File: src/rtl/fwd_scoreboard_pkg.sv
// Shared pipeline forwarding constants: operand source codes and the in-flight entry record.
package fwd_scoreboard_pkg;

  localparam int DST_W  = 5;
  localparam int TNEW_W = 4;

  // fwd_sel codes: SEL_RF picks the register file; k picks in-flight stage k-1
  localparam int SEL_RF = 0;

  typedef struct packed {
    logic              valid;
    logic [DST_W-1:0]  dst;
    logic [TNEW_W-1:0] tnew;
  } fwd_entry_t;

  function automatic logic [TNEW_W-1:0] tnew_dec(input logic [TNEW_W-1:0] t);
    return (t == {TNEW_W{1'b0}}) ? {TNEW_W{1'b0}} : t - TNEW_W'(1);
  endfunction

  function automatic fwd_entry_t age_entry(input fwd_entry_t e);
    fwd_entry_t r;
    r      = e;
    r.tnew = tnew_dec(e.tnew);
    return r;
  endfunction

endpackage

File: src/rtl/fwd_port_match.sv
// Per-read-port hazard match: finds the youngest producer of rd_addr, decides stall and bypass source.
module fwd_port_match
  import fwd_scoreboard_pkg::*;
#(
  parameter int DEPTH = 3,
  parameter int TW    = 2,
  parameter int DW    = 32,
  parameter int SW    = 2
) (
  input  fwd_entry_t [DEPTH-1:0] entries,
  input  logic [DST_W-1:0]       rd_addr,
  input  logic [TW-1:0]          rd_tuse,
  input  logic [DW-1:0]          rf_data,
  input  logic [DEPTH*DW-1:0]    stg_data,
  output logic [DW-1:0]          fwd_data,
  output logic [SW-1:0]          fwd_sel,
  output logic                   stall
);

  logic              hit_s;
  logic [SW-1:0]     hit_idx_s;
  logic [TNEW_W-1:0] hit_tnew_s;

  // Scan oldest to youngest so the youngest matching entry wins; dst=0 never matches
  always_comb begin
    hit_s      = 1'b0;
    hit_idx_s  = {SW{1'b0}};
    hit_tnew_s = {TNEW_W{1'b0}};
    for (int k = DEPTH - 1; k >= 0; k--) begin
      if (entries[k].valid && (entries[k].dst != {DST_W{1'b0}}) && (entries[k].dst == rd_addr)) begin
        hit_s      = 1'b1;
        hit_idx_s  = SW'(k);
        hit_tnew_s = entries[k].tnew;
      end else begin
        hit_s      = hit_s;
      end
    end
  end

  // Bypass only results already produced; pending or stalling matches read the register file
  always_comb begin
    stall    = hit_s && (hit_tnew_s > TNEW_W'(rd_tuse));
    fwd_sel  = SW'(SEL_RF);
    fwd_data = rf_data;
    if (hit_s && (hit_tnew_s == {TNEW_W{1'b0}})) begin
      fwd_sel  = hit_idx_s + SW'(1);
      fwd_data = stg_data[int'(hit_idx_s)*DW +: DW];
    end else begin
      fwd_sel  = SW'(SEL_RF);
      fwd_data = rf_data;
    end
  end

endmodule

File: src/rtl/fwd_scoreboard.sv
// Forwarding scoreboard tracking in-flight producers and resolving operand bypass/stall.
// Optional FWD_STATS_EN adds a saturating stall_cnt output.
module fwd_scoreboard
  import fwd_scoreboard_pkg::*;
#(
  parameter int NRD   = 2,
  parameter int DEPTH = 3,
  parameter int TW    = 2,
  parameter int DW    = 32,
  localparam int SW   = $clog2(DEPTH + 1)
) (
  input  logic                clk,
  input  logic                reset,
  input  logic                iss_valid,
  input  logic [4:0]          iss_dst,
  input  logic [TW-1:0]       iss_tnew,
  input  logic                flush,
  input  logic [NRD*5-1:0]    rd_addr,
  input  logic [NRD*TW-1:0]   rd_tuse,
  input  logic [NRD*DW-1:0]   rf_data,
  input  logic [DEPTH*DW-1:0] stg_data,
  output logic [NRD*DW-1:0]   fwd_data,
  output logic [NRD*SW-1:0]   fwd_sel,
`ifdef FWD_STATS_EN
  output logic [31:0]         stall_cnt,
`endif
  output logic                stall
);

  fwd_entry_t [DEPTH-1:0] entries_r;
  fwd_entry_t             issue_entry_s;
  logic [NRD-1:0]         port_stall_s;

  assign stall = |port_stall_s;

  // Stage-0 candidate; tnew is aged once on entry so it counts from decode
  always_comb begin
    issue_entry_s = '0;
    if (iss_valid && !stall) begin
      issue_entry_s.valid = 1'b1;
      issue_entry_s.dst   = iss_dst;
      issue_entry_s.tnew  = tnew_dec(TNEW_W'(iss_tnew));
    end else begin
      issue_entry_s = '0;
    end
  end

  // Entry pipeline: flush clears everything, otherwise age and shift toward the oldest slot
  always_ff @(posedge clk or negedge reset) begin
    if (!reset) begin
      entries_r <= '0;
    end else if (flush) begin
      entries_r <= '0;
    end else begin
      for (int k = DEPTH - 1; k > 0; k--) begin
        entries_r[k] <= age_entry(entries_r[k-1]);
      end
      entries_r[0] <= issue_entry_s;
    end
  end

  for (genvar p = 0; p < NRD; p++) begin : g_port
    fwd_port_match #(
      .DEPTH (DEPTH),
      .TW    (TW),
      .DW    (DW),
      .SW    (SW)
    ) u_match (
      .entries  (entries_r),
      .rd_addr  (rd_addr[p*5 +: 5]),
      .rd_tuse  (rd_tuse[p*TW +: TW]),
      .rf_data  (rf_data[p*DW +: DW]),
      .stg_data (stg_data),
      .fwd_data (fwd_data[p*DW +: DW]),
      .fwd_sel  (fwd_sel[p*SW +: SW]),
      .stall    (port_stall_s[p])
    );
  end

`ifdef FWD_STATS_EN
  logic [31:0] stall_cnt_r;

  assign stall_cnt = stall_cnt_r;

  // Saturating stall-cycle counter; survives flush
  always_ff @(posedge clk or negedge reset) begin
    if (!reset) begin
      stall_cnt_r <= 32'd0;
    end else if (stall && (stall_cnt_r != 32'hFFFF_FFFF)) begin
      stall_cnt_r <= stall_cnt_r + 32'd1;
    end else begin
      stall_cnt_r <= stall_cnt_r;
    end
  end
`endif

endmodule

File: config.mk
export PLATFORM = sky130hd
export DESIGN_NAME = fwd_scoreboard
export DESIGN_NICKNAME = d
export VERILOG_FILES = /design/src/rtl/fwd_scoreboard_pkg.sv /design/src/rtl/fwd_port_match.sv /design/src/rtl/fwd_scoreboard.sv
export SDC_FILE = /design/constraint.sdc
export NUM_CORES = 1
export LEC_CHECK = 0
export ABC_AREA = 1
export BUFFER_PORTS_ARGS = -buffer_cell sky130_fd_sc_hd__buf_2
export CORE_MARGIN = 2
export CORE_UTILIZATION = 54
export CTS_CLUSTER_DIAMETER = 150
export DETAILED_ROUTE_END_ITERATION = 6
export PLACE_DENSITY = 0.95
export SLEW_MARGIN = 20
export SYNTH_ARGS = -nofsm -noshare
export SYNTH_HDL_FRONTEND = slang
export SYNTH_HIERARCHICAL = 1
export SYNTH_SLANG_ARGS = --single-unit
export TNS_END_PERCENT = 20
File: constraint.sdc
create_clock -name clk -period 5.33 [get_ports clk]
set_clock_uncertainty 0.2 [all_clocks]
set_input_delay 0 -clock clk [delete_from_list [all_inputs] [get_ports clk]]
set_output_delay 0 -clock clk [all_outputs]
set_load 0.02 [all_outputs]
# Word-level counts from Yosys, hierarchy flattened

Cells that the tools add are included.

Flip-flop bits (word level): 30
Input port bits: 185
Output and inout bits: 69
Logic and storage cells: 75

Add/sub/neg operators: 5
Magnitude comparators: 2
Eq/ne operators: 6
Shifts and indexed selects: 2
Multiplexer cells: 27
Reduce and logical (&&, ||, !) cells: 24

Operators with widths:

| operator                                         | count |
|---|---|
| variable part select 96 x 8 -> 32 bit            | 2 |
| two-way mux 32 bit                               | 2 |
| two-way mux 4 bit                                | 9 |
| equality test 5 bit                              | 6 |
| two-way mux 30 bit                               | 1 |
| logical NOT 4 bit                                | 4 |
| two-way mux 2 bit                                | 8 |
| nonzero test 5 bit                               | 3 |
| logical AND 1 bit                                | 14 |
| two-way mux 10 bit                               | 1 |
| > comparator 4 x 2 -> 1 bit                      | 2 |
| subtractor 4 x 1 -> 4 bit, second input constant | 2 |
| two-way mux 1 bit                                | 6 |
| adder 2 x 1 -> 2 bit, second input constant      | 2 |
| subtractor 2 x 1 -> 3 bit, second input constant | 1 |
| logical NOT 2 bit                                | 1 |
| OR reduction 2 bit                               | 1 |
| logical NOT 1 bit                                | 1 |

# Logic depth before layout (Yosys ltp)

Depth after elaboration: 13
Gate-level depth with buffers: 20
Gate-level depth less buffers: 20

# Modules after synthesis

The synthesis kept the hierarchy.

By module, submodules not included:

| module         | times used | cells each | area each (um^2) | sequential area each (um^2) |
|---|---|---|---|---|
| fwd_port_match | 2          | 494        | 2334.7           | 0.0 |
| fwd_scoreboard | 1          | 105        | 1121.1           | 725.7 |

# Worst setup path before layout

OpenSTA, ideal clock, no wires.

Path kind: reg2reg
Start: reg entries_r[15] in the netlist's numbering
End: reg entries_r[4] in the netlist's numbering
Setup time: 0.072 ns
Arrival: 2.208 ns
Required time: 5.058 ns
Setup slack: 2.850 ns
Stages on the path, launching flop included: 19
Path buffers: 0
Period minus slack after synthesis: 2.480 ns
Cell sequence: dfrtp_1 inv_1 nand2_1 nand2_1 nand2_1 nor2_2 nand3_2 nand3_1 nand2_1 nand2_2 inv_1 ha_1 inv_1 nor2_1 o21ai_0 a21oi_1 nor2_4 nand3_4 nor2_1

Word-level cells in the longest chain between the ends: 12
Elaborated cells on any way between the ends: 23
Those cells by class: 2 x order compare; 2 x eq/ne; 10 x mux; 9 x reduce/logical

RTL lines:

| element                          | line                 | text |
|---|---|---|
| start: declaration               | fwd_scoreboard.sv:30 | `fwd_entry_t [DEPTH-1:0] entries_r;` |
| start signal: indexed assignment | fwd_scoreboard.sv:56 | `entries_r[k] <= age_entry(entries_r[k-1]);` |
| nonzero test 5 bit               | fwd_port_match.sv:30 | `if (entries[k].valid && (entries[k].dst != {DST_W{1'b0}}) && (entries[k].dst == rd_addr)) begin` |
| logical AND 1 bit                | fwd_port_match.sv:30 |  |
| logical AND 1 bit *              | fwd_port_match.sv:30 |  |
| two-way mux 4 bit (2 in a row)   | fwd_port_match.sv:30 |  |
| > comparator 4 x 2 -> 1 bit      | fwd_port_match.sv:42 | `stall = hit_s && (hit_tnew_s > TNEW_W'(rd_tuse));` |
| logical AND 1 bit *              | fwd_port_match.sv:42 |  |
| via port_stall_s[1]              | fwd_scoreboard.sv:32 | `logic [NRD-1:0] port_stall_s;` |
| OR reduction 2 bit *             | fwd_scoreboard.sv:34 | `assign stall = \|port_stall_s;` |
| logical NOT 1 bit *              | fwd_scoreboard.sv:39 | `if (iss_valid && !stall) begin` |
| logical AND 1 bit *              | fwd_scoreboard.sv:39 |  |
| two-way mux 10 bit *             | fwd_scoreboard.sv:39 |  |
| two-way mux 30 bit *             | fwd_scoreboard.sv:52 | `end else if (flush) begin` |

The timed path passes the listed nets; every way through them passes the cells marked *.

# Final worst setup path

Start: reg entries_r[17] in the netlist's numbering
End: out fwd_data[31]

Word-level cells in the longest chain between the ends: 8
Elaborated cells on any way between the ends: 14
Those cells by class: 1 x eq/ne; 1 x shift; 7 x mux; 5 x reduce/logical

RTL lines:

| element                                                                       | line                 | text |
|---|---|---|
| nonzero test 5 bit                                                            | fwd_port_match.sv:30 |  |
| logical AND 1 bit                                                             | fwd_port_match.sv:30 |  |
| logical AND 1 bit *                                                           | fwd_port_match.sv:30 |  |
| branches (longest 4 deep; another with variable part select 96 x 8 -> 32 bit) | -                    |  |
| two-way mux 32 bit *                                                          | fwd_port_match.sv:45 | `if (hit_s && (hit_tnew_s == {TNEW_W{1'b0}})) begin` |
| end: declaration                                                              | fwd_scoreboard.sv:22 | `output logic [NRD*DW-1:0] fwd_data,` |

Mark *: on every way between the ends.

==> results by stage <==
Drt:
- The total DRC errors in the routed layout is 0.
- The final layout contains routed wiring with a total length of 20600 µm.
- The total iterations of the first detailed-routing run is 6.
- For this block, the initial DRC count from the detailed router was 699.
- The detailed-route wire length per cell is 14.1 µm.
- Using the TritonRoute via totals, the vias-per-cell ratio works out to 5.16.
- In this run the remaining antenna-violating nets after routing total 0.
- The total via count in the routed design is 7544.

Yosys:
- Averaged over all synthesized cells, the footprint is 5.30 µm².
- Among all flip-flop cells after synthesis, the most frequent one is dfrtp_1.
- In this run, synthesis inferred 0 flip-flops with an integrated enable.
- The number of storage elements in the synthesis netlist is 29.
- Synthesis instantiated 34 different standard cells from the library.
- Sequential elements use between 10 and 15% of the synthesized area.
- The Yosys step of the flow raised 6 warnings.
- After synthesis, the largest area contributor takes up ~25% of total cell area.
- The dominant cell by count in the synthesized netlist is nand2_1.
- By count the netlist is led by nand2_1, inv_1, nor2_1.
- The number of nets produced by synthesis is approximately 1300.
- The largest total area in the synthesized netlist belongs to nand2_1.
- The post-synthesis async set-or-reset flop share is 100%.
- By area the synthesized netlist is led by nand2_1, inv_1, dfrtp_1.
- Synthesis handed over a netlist of 1093 instances.
- The cell area that synthesis handed to floorplanning was 5790 µm².

Worst hold path:
- In this run the worst hold path is classified as in -> async.

Critical path:
- The startpoint class of the critical path is a flip-flop.
- For the worst setup path, the data arrival time is around 3500 ps.
- The required time of the worst setup path is 5130 ps.
- The critical path in this run is classified as reg -> out.
- Of all nets on the critical path, the largest fanout is 33.
- The kind of capture point of the worst setup path is an output pin.

STA:
- The final critical-path share of the clock period is 69.1%.
- The worst pin sits at a relative slew slack of between 30% and 40%.
- The highest clock frequency the design can meet is approximately 270 MHz.
- The total setup violations reported at the end of the flow is 0.
- Setup repair after global routing left no endpoint under its margin.
- Once routing completed, OpenROAD measured the worst setup slack at between 1500 and 2000 ps.
- The max-slew violation count is 0.
- Setup total negative slack on the finished layout was measured at 0 ps.
- The final-report hold violation count came to 0.
- The worst-margin pin slew is 992 ps.
- The time the final worst path needs with I/O delays and setup is ~3700 ps.

GRT:
- The via count of the first global-routing pass is 6918.
- The wire length of the first global-routing pass is approximately 32000 µm.
- The initial antenna violation count is 5.
- Global routing consumed, over all layers together, 34.4% of the routing resources.
- Entering global routing, the biggest net connects 66 pins.
- For this run the aggregate overflow at the end of global routing stands at 0.

Die:
- The count of boundary I/O pins is 254.
- The floorplan step set the die width to 108 µm.
- Measured along the y axis, the die boundary spans 108 µm.
- The area inside the core boundary is about 10000 µm².
- The floorplan has 37 rows.
- The die area is 11600 µm².
- The initial standard-cell utilization of the core is a little under three fifths.

Outcome:
- The flow ran to the end, and the final reports show no timing, DRC or antenna violations.

Power:
- In this run the power density over the cells is 110 nW/µm².
- For this design the total switching power over the nets is 0.292 mW.
- In this run the static leakage power is 4.40 nW.
- The sequential share of power is 30.8%.
- The fraction of power spent switching nets is 37.4%.
- The internal portion of the total power is 0.489 mW.
- The share of total power dissipated in combinational logic is a little over two fifths.
- Across the VDD grid, the largest voltage drop is around 160 µV.
- The clock network power share is 25.9%.

Placed design:
- The placed wire-length estimate after detailed placement is 15200 µm.
- In this run the tool buffered the top-level ports with 253 buffer cells.
- The worst slack after detailed placement is ~2000 ps.
- The number of placed instances, taps included, is about 1400.
- The placer congestion estimate is 0.969.

Clock tree:
- TritonCTS built the clock tree.
- In this run, CTS created clock tree buffers numbering 5.
- The count of cells resized by post-cts repair is 0.
- CTS saw 29 sinks.
- After clock tree synthesis, the clock-pin slew on the worst setup and hold paths is 60 ps.
- The number of setup buffers added after CTS is 0.
- The master cell of the clock root buffer is clkbuf_8.
- The H-tree was split into 2 levels.
- No sink is reached through more buffers than the 2 on the longest clock path.
- After clock tree synthesis, the flow added hold-fix buffers numbering 17.
- The clock latency on the worst-skew pair is 290 ps.

Flow run:
- The max-capacitance violation count is 0.

Cells and area:
- The fraction of layout cells with a size suffix above 1 is 24.3%.
- The flip-flop count of the largest register, all copies and words added is 29.
- The count of filler cells inserted in the layout is 957.
- The number of standard cells in the final layout excluding fillers is 1462.
- The net total in the final layout is around 1500.
- The register with the most flip-flops in the final layout is entries_r.
- The largest registers in the layout are entries_r: 29 flops.
- The area growth from synthesis to final layout is 22.6%.
worst max-delay path, cell delays in order (launching register included):
cell and delay (ps):
dfrtp_1 470, nor2_1 120, nand2_1 60, nand2_1 70
nand2_1 110, nand3_2 180, nand3_2 610, inv_2 790
nand2_1 90, o21ai_0 190, nand3_1 180, nand2_1 130
buf_2 170
placed cells by master, fill, tap and decap left out, drive strengths merged, types with 7 or more instances in the layout:
master,synthesis,routed
nand2,394,394
o21ai,73,73
nand3,82,82
o21bai,66,66
nor2,134,134
nand4,11,11
nor3,8,8
dfrtp,29,29
dlygate4sd3,0,17
ha,8,8
clkbuf,0,7
inv,218,218
buf,52,255
final timing paths:
path / slack (ps) / start / to / depth (start not counted)
worst min-delay path: 80 / reset / entries_r[0]$_DFF_PN0_ / 2
worst max register to register: 1830 / entries_r[15]$_DFF_PN0_ / entries_r[8]$_DFF_PN0_ / 19
max in group asynchronous: 4410 / reset / entries_r[28]$_DFF_PN0_ / 2
min in group clk: 210 / rf_data[21] / fwd_data[21] / 5
worst min register to register: 310 / entries_r[10]$_DFF_PN0_ / entries_r[20]$_DFF_PN0_ / 1
worst max-delay path: 1650 / entries_r[17]$_DFF_PN0_ / fwd_data[31] / 12
power groups by stage:
stage | Clock [mW] | Combinational (mW) | Sequential (mW)
floorplan | 0 | 0.188 | 0.241
global placement | 0 | 0.316 | 0.244
detailed placement | 0 | 0.323 | 0.244
CTS | 0.204 | 0.333 | 0.240
global route | 0.210 | 0.373 | 0.242
finish | 0.202 | 0.338 | 0.241
stage by stage:
stage	area [µm²]	utilization [%]	power, mW	hold slack [ps]
after floorplan	5790	-	0.429	-496
after CTS	7090	68.3	0.777	80.3
final	7100	68.4	0.780	79.7
after global routing	7100	68.4	0.825	153
after global placement	6810	65.7	0.559	-144
after detailed placement	6810	65.7	0.567	-139
routing by layer:
| metal | GRT usage (%) | part of all wire (%) | wire length [µm] | vias to the layer above |
|---|---|---|---|---|
| li1 | - | - | - | 3744 |
| met1 | 39.7 | 37 | 7640 | 3316 |
| met3 | 6.30 | 9.6 | 1990 | 59 |
| met5 | 0 | 0 | 0 | - |
| met4 | 14.2 | 3.3 | 681 | 0 |
| met2 | 61.9 | 50 | 10300 | 425 |
area by class of cell:
| cell class | count | area, µm² | share of cell area (%) |
|---|---|---|---|
| timing repair buffer | 272 | 1450 | 20.4 |
| antenna | 5 | 12.5 | 0.176 |
| clock buffer | 7 | 96.3 | 1.36 |
| inverter | 219 | 827 | 11.7 |
| clock inverter | 1 | 5.00 | 0.0705 |
| multi-input combinational | 793 | 3810 | 53.7 |
| sequential | 29 | 726 | 10.2 |
| tap | 136 | 170 | 2.40 |
logic make-up (layout without fill, tap and decap cells):
| family | after synthesis | in the layout | synth area share (%) |
|---|---|---|---|
| AO/OA/AOI/OAI | 148 | 148 | 16.3 |
| XOR/XNOR | 1 | 1 | 0.151 |
| AND/OR/NAND/NOR | 635 | 635 | 47.4 |
| adder cells (fa/ha/maj) | 8 | 8 | 1.73 |
| other | 1 | 6 | 0.0648 |
| buffers and inverters | 271 | 499 | 21.8 |
| flip-flops | 29 | 29 | 12.5 |
Power figures use the tool's default switching activity.
